===== src/rtl/tetris_input_conditioner.sv =====
// Push-button front end for the Tetris controller: sync, debounce, optional auto-repeat
// (define AUTO_REPEAT_EN) and pending command registers held until the game tick consumes them.
module tetris_input_conditioner #(
  parameter bit          BTN_ACTIVE_LOW  = 1'b1,
  parameter int unsigned DEBOUNCE_CYCLES = 1000000,
  parameter int unsigned REPEAT_DELAY    = 15000000,
  parameter int unsigned REPEAT_RATE     = 5000000,
  parameter int unsigned CNT_W           = 32
) (
  input  logic       clk_50,
  input  logic       reset_n,
  input  logic       btn_down,
  input  logic       btn_rotate,
  input  logic       btn_left,
  input  logic       btn_right,
  input  logic       game_tick,
  output logic       cmd_down,
  output logic       cmd_rotate,
  output logic       cmd_left,
  output logic       cmd_right,
  output logic [3:0] btn_state
);

  // Bit order everywhere: {down, rotate, left, right}
  localparam logic [3:0]       Released = {4{BTN_ACTIVE_LOW}};
  localparam logic [CNT_W-1:0] DebLast  = CNT_W'(DEBOUNCE_CYCLES - 1);

  logic [3:0]       w_raw;
  logic [3:0]       w_sync;
  logic [3:0]       r_sync1;
  logic [3:0]       r_sync2;
  logic [3:0]       r_state;
  logic [3:0]       r_state_dly;
  logic [3:0]       r_press;
  logic [CNT_W-1:0] r_dcnt [4];
  logic [3:0]       w_press_ev;
  logic [3:0]       w_ev;
  logic [3:0]       w_cmd_base;
  logic [3:0]       w_cmd_d;
  logic [3:0]       r_cmd;

  assign w_raw  = {btn_down, btn_rotate, btn_left, btn_right};
  assign w_sync = BTN_ACTIVE_LOW ? ~r_sync2 : r_sync2;

  always_ff @(posedge clk_50 or negedge reset_n) begin
    if (!reset_n) begin
      r_sync1 <= Released;
      r_sync2 <= Released;
    end else begin
      r_sync1 <= w_raw;
      r_sync2 <= r_sync1;
    end
  end

  // Counter tracks consecutive cycles the synced level disagrees with the accepted one
  always_ff @(posedge clk_50 or negedge reset_n) begin
    if (!reset_n) begin
      r_state <= '0;
      for (int i = 0; i < 4; i++) begin
        r_dcnt[i] <= '0;
      end
    end else begin
      for (int i = 0; i < 4; i++) begin
        if (w_sync[i] == r_state[i]) begin
          r_dcnt[i] <= '0;
        end else if (r_dcnt[i] == DebLast) begin
          r_dcnt[i]  <= '0;
          r_state[i] <= ~r_state[i];
        end else begin
          r_dcnt[i] <= r_dcnt[i] + CNT_W'(1);
        end
      end
    end
  end

  always_ff @(posedge clk_50 or negedge reset_n) begin
    if (!reset_n) begin
      r_state_dly <= '0;
      r_press     <= '0;
    end else begin
      r_state_dly <= r_state;
      r_press     <= r_state & ~r_state_dly;
    end
  end

  assign w_press_ev = r_press & r_state;

`ifdef AUTO_REPEAT_EN
  localparam logic [CNT_W-1:0] DelayLast = CNT_W'(REPEAT_DELAY - 1);
  localparam logic [CNT_W-1:0] RateLast  = CNT_W'(REPEAT_RATE - 1);

  typedef enum logic [1:0] {StIdle, StDelay, StRepeat} rep_state_e;

  logic [2:0] w_rep_ev;

  for (genvar g = 0; g < 3; g++) begin : g_rep
    // Repeat slots 0,1,2 serve right, left, down
    localparam int unsigned Idx = (g == 2) ? 3 : g;

    rep_state_e       r_rst;
    logic [CNT_W-1:0] r_rcnt;

    always_ff @(posedge clk_50 or negedge reset_n) begin
      if (!reset_n) begin
        r_rst  <= StIdle;
        r_rcnt <= '0;
      end else if (!r_state[Idx]) begin
        r_rst  <= StIdle;
        r_rcnt <= '0;
      end else begin
        unique case (r_rst)
          StIdle: begin
            if (r_press[Idx]) begin
              r_rst  <= StDelay;
              r_rcnt <= '0;
            end
          end
          StDelay: begin
            if (r_rcnt == DelayLast) begin
              r_rst  <= StRepeat;
              r_rcnt <= '0;
            end else begin
              r_rcnt <= r_rcnt + CNT_W'(1);
            end
          end
          StRepeat: begin
            if (r_rcnt == RateLast) begin
              r_rcnt <= '0;
            end else begin
              r_rcnt <= r_rcnt + CNT_W'(1);
            end
          end
          default: begin
            r_rst  <= StIdle;
            r_rcnt <= '0;
          end
        endcase
      end
    end

    // Release wins over a terminal count: no event while the button reads released
    assign w_rep_ev[g] = r_state[Idx] &
                         (((r_rst == StIdle)   & r_press[Idx]) |
                          ((r_rst == StDelay)  & (r_rcnt == DelayLast)) |
                          ((r_rst == StRepeat) & (r_rcnt == RateLast)));
  end

  assign w_ev = {w_rep_ev[2], w_press_ev[2], w_rep_ev[1], w_rep_ev[0]};
`else
  logic w_unused_repeat_params;
  assign w_unused_repeat_params = ^{REPEAT_DELAY, REPEAT_RATE};
  assign w_ev = w_press_ev;
`endif

  // A tick consumes the current commands but keeps events landing in the same cycle
  always_comb begin
    w_cmd_base = game_tick ? 4'b0000 : r_cmd;
    w_cmd_d[3] = w_cmd_base[3] | w_ev[3];
    w_cmd_d[2] = w_cmd_base[2] | w_ev[2];
    w_cmd_d[1] = (w_cmd_base[1] | w_ev[1]) & ~w_ev[0];
    w_cmd_d[0] = (w_cmd_base[0] | w_ev[0]) & ~w_ev[1];
  end

  always_ff @(posedge clk_50 or negedge reset_n) begin
    if (!reset_n) begin
      r_cmd <= '0;
    end else begin
      r_cmd <= w_cmd_d;
    end
  end

  assign cmd_down   = r_cmd[3];
  assign cmd_rotate = r_cmd[2];
  assign cmd_left   = r_cmd[1];
  assign cmd_right  = r_cmd[0];
  assign btn_state  = r_state;

endmodule


===== config.mk =====
export PLATFORM = sky130hd
export DESIGN_NAME = tetris_input_conditioner
export DESIGN_NICKNAME = d
export VERILOG_FILES = /design/src/rtl/tetris_input_conditioner.sv
export SDC_FILE = /design/constraint.sdc
export NUM_CORES = 1
export LEC_CHECK = 0
export ABC_AREA = 1
export BUFFER_PORTS_ARGS = -buffer_cell sky130_fd_sc_hd__buf_2
export CAP_MARGIN = 20
export CORE_ASPECT_RATIO = 1.75
export CORE_MARGIN = 2
export CORE_UTILIZATION = 50
export CTS_BUF_LIST = sky130_fd_sc_hd__clkbuf_8
export DETAILED_ROUTE_END_ITERATION = 10
export PLACE_DENSITY = 0.66
export SLEW_MARGIN = 10
export SYNTH_ARGS = -nofsm -noshare
export SYNTH_HDL_FRONTEND = slang
export SYNTH_SLANG_ARGS = --single-unit
export TNS_END_PERCENT = 50

===== constraint.sdc =====
create_clock -name clk_50 -period 3.25 [get_ports clk_50]
set_input_delay 0.325 -clock clk_50 [delete_from_list [all_inputs] [get_ports clk_50]]
set_output_delay 0.325 -clock clk_50 [all_outputs]
set_load 0.05 [all_outputs]

==> impl_metrics.tcl <==
set metrics [dict create \
    cts.sinks 152 \
    clkLatencyLatePin_ns 0.49 \
    post_cts_resized 0 \
    slew_violations 0 \
    worstPathMaxFanout 11 \
    critical_path_required_ns 3.58 \
    wire_per_inst_um 13.4 \
    ctsHoldBuffers 5 \
    fmax_mhz 511 \
    maxSlewHeadroom_pct 40.2 \
    ys_ff_latch 152 \
    htree_levels 4 \
    startpoint_type "register" \
    setup_violations 0 \
    globalplace.congestion 0.910 \
    die_h_um 179 \
    fin_crit_sh_pct 60.2 \
    yosysWarnings 0 \
    hp-start "game_tick" \
    r2r_start "r_dcnt[0]$_DFF_PN0_" \
    io_pins 15 \
    cp-end-kind "register" \
    synthFlopType "dfrtp_1" \
    netlist_area_um2 8730 \
    numCtsBuffers 17 \
    synthArstFlopShare_pct 100 \
    p_switching_w 0.000865 \
    synthToLayoutAreaGrowth_pct 9.27 \
    nets 1310 \
    worst_r2r_path_depth 6 \
    synth_area_per_cell_um2 6.87 \
    drive_gt1_share_pct 7.63 \
    synth_cells 1271 \
    finalHoldViolCount 0 \
    cts_tree "built" \
    vias 7741 \
    power_per_cell_area_nw_per_um2 382 \
    synth_nets 1282 \
    viasPerCell 5.02 \
    ys_seq_area_share_pct 43.7 \
    grt_pass1_wl_um 34300 \
    diodes 0 \
    seqPwrFrac_pct 52.8 \
    clk_pin_slew_ns 0.09 \
    drcViolationCount 0 \
    hold_depth 4 \
    reg2reg_slack_ns 1.29 \
    antenna_left 0 \
    layout_common_cells "nand2_1 (421), nor2_1 (333), dfrtp_1 (144), inv_1 (128), nand3_1 (69)" \
    finalPower_w 0.00364 \
    hp-class "input pin to register" \
    cts_setup_buffers 0 \
    cts_buffer_depth 2 \
    period_needed_ns 1.96 \
    p_comb_share_pct 3.0 \
    dieWidth_um 104 \
    worst_slew_pin_slew_ns 0.890 \
    numPortBuffers 14 \
    post-dp-hpwl_um 15400 \
    finalSetupTns_ns 0 \
    grt_antenna_before_repair 0 \
    worst_slack_ns 1.29 \
    layout.cells.most_common "nand2_1" \
    coreArea_um2 17300 \
    synth_enable_flop_cells 0 \
    drtPass1Iterations 5 \
    run_status "finished clean" \
    ir_worst_vdd_v 0.000395 \
    wl_um 20600 \
    pre_cts_slack_ns 1.27 \
    ys_types 29 \
    drtIter0Drc 277 \
    rsz0062_at_grt "no" \
    p_clk_share_pct 44.2 \
    grt_usage_pct 23.3 \
    grt_max_degree 71 \
    switching_share_pct 23.8 \
    critical_path_class "register to register" \
    holdPathEnd "r_cmd[0]$_DFF_PN0_" \
    die-area_um2 18600 \
    grt_pass1_vias 7565 \
    grt.overflow.total 0 \
    p_int_w 0.00278 \
    initial_core_util_pct 50.5 \
    p_leak_nw 3.92 \
    fin_skew_ns 0.0149 \
    crit_arrival_ns 2.29 \
    r2r_end "r_dcnt[16]$_DFF_PN0_" \
    max_cap_violations 0 \
    rows 64 \
    cts-root-buf "clkbuf_8" \
]
-- per-stage QoR --
| step | hold WS [ns] | std cells | area [µm²] | util (%) |
|---|---|---|---|---|
| 2_1_floorplan | 0.0294 | 1271 | 8730 | - |
| 3_3_place_gp | 0.347 | 1506 | 9060 | 52.4 |
| 3_5_place_dp | 0.348 | 1506 | 9060 | 52.4 |
| 4_1_cts | 0.115 | 1542 | 9540 | 55.2 |
| 5_1_grt | 0.147 | 1542 | 9540 | 55.2 |
| 6_report | 0.136 | 1542 | 9540 | 55.2 |
-- critical path, cell delays in order, from the launching register on --
cell     delay, ns
dfrtp_1       0.39
ha_1          0.20
nand3_1       0.16
nor2_1        0.17
nand3_1       0.10
o21ai_1       0.70
nor2_1        0.10
-- layout make-up --
| type | instances | area [µm²] |
|---|---|---|
| repair buffers | 21 | 154 |
| clock inverters | 14 | 196 |
| well taps | 231 | 289 |
| fillers | 1756 | 7750 |
| multi-input cells | 978 | 4370 |
| inverters | 129 | 484 |
| flip-flops and latches | 152 | 3810 |
| clock buffers | 17 | 234 |
-- flip-flops by register name, summed over array words and instances (netlist names) --
register / flops
r_sync1: 4
r_cmd: 4
r_press: 4
btn_state: 4
r_sync2: 4
r_dcnt: 128
r_state_dly: 4
-- Yosys cell counts, drive strengths merged (3+ instances only) --
cell type,count,area share [%]
a21oi,17,0.97
buf,4,0.39
clkbuf,8,0.34
dfrtp,144,41
dfstp,8,2.4
ha,4,0.57
inv,129,5.5
nand2,430,19
nand3,70,4.1
nand3b,7,0.60
nand4,4,0.29
nor2,365,18
nor3,6,0.34
nor3b,3,0.26
o21ai,9,0.56
o21bai,6,0.52
xnor2,22,2.2
xor2,30,3.0
-- how the worst max path moves through the flow --
| stage | from | to | slack [ns] |
|---|---|---|---|
| finish | r_dcnt[0]$_DFF_PN0_ | r_dcnt[16]$_DFF_PN0_ | 1.29 |
| global route | r_dcnt[32]$_DFF_PN0_ | r_dcnt[49]$_DFF_PN0_ | 1.05 |
| CTS | r_dcnt[0]$_DFF_PN0_ | r_dcnt[16]$_DFF_PN0_ | 1.27 |
| detailed placement | r_dcnt[0]$_DFF_PN0_ | r_dcnt[16]$_DFF_PN0_ | 1.27 |
| global placement | r_dcnt[32]$_DFF_PN0_ | r_dcnt[41]$_DFF_PN0_ | 1.36 |
| floorplan | r_dcnt[64]$_DFF_PN0_ | r_dcnt[70]$_DFF_PN0_ | 1.77 |
-- power groups by stage --
stage	clock network [W]	registers [W]	logic, W
floorplan	0	0.00196	0.0000520
global placement	0	0.00196	0.000108
detailed placement	0	0.00196	0.000108
CTS	0.00165	0.00192	0.000113
global route	0.00173	0.00193	0.000125
finish	0.00161	0.00192	0.000108
-- per-layer routing --
metal  track usage (%)  wire length, µm  vias to the layer above
li1                  -                -                     3931
met1              24.6             8190                     3591
met2              43.1            10700                      140
met3              3.64              559                       79
met4              14.8             1110                        0
met5                 0                0                        -
-- kinds of logic after synthesis --
kind of cell	Yosys count	synth area share, %
fa+ha+maj	4	0.573
compound gates	34	2.25
buf+inv	141	6.27
simple gates	888	42.0
xor+xnor	52	5.21
flops	152	43.7
Power figures use the tool's default switching activity.
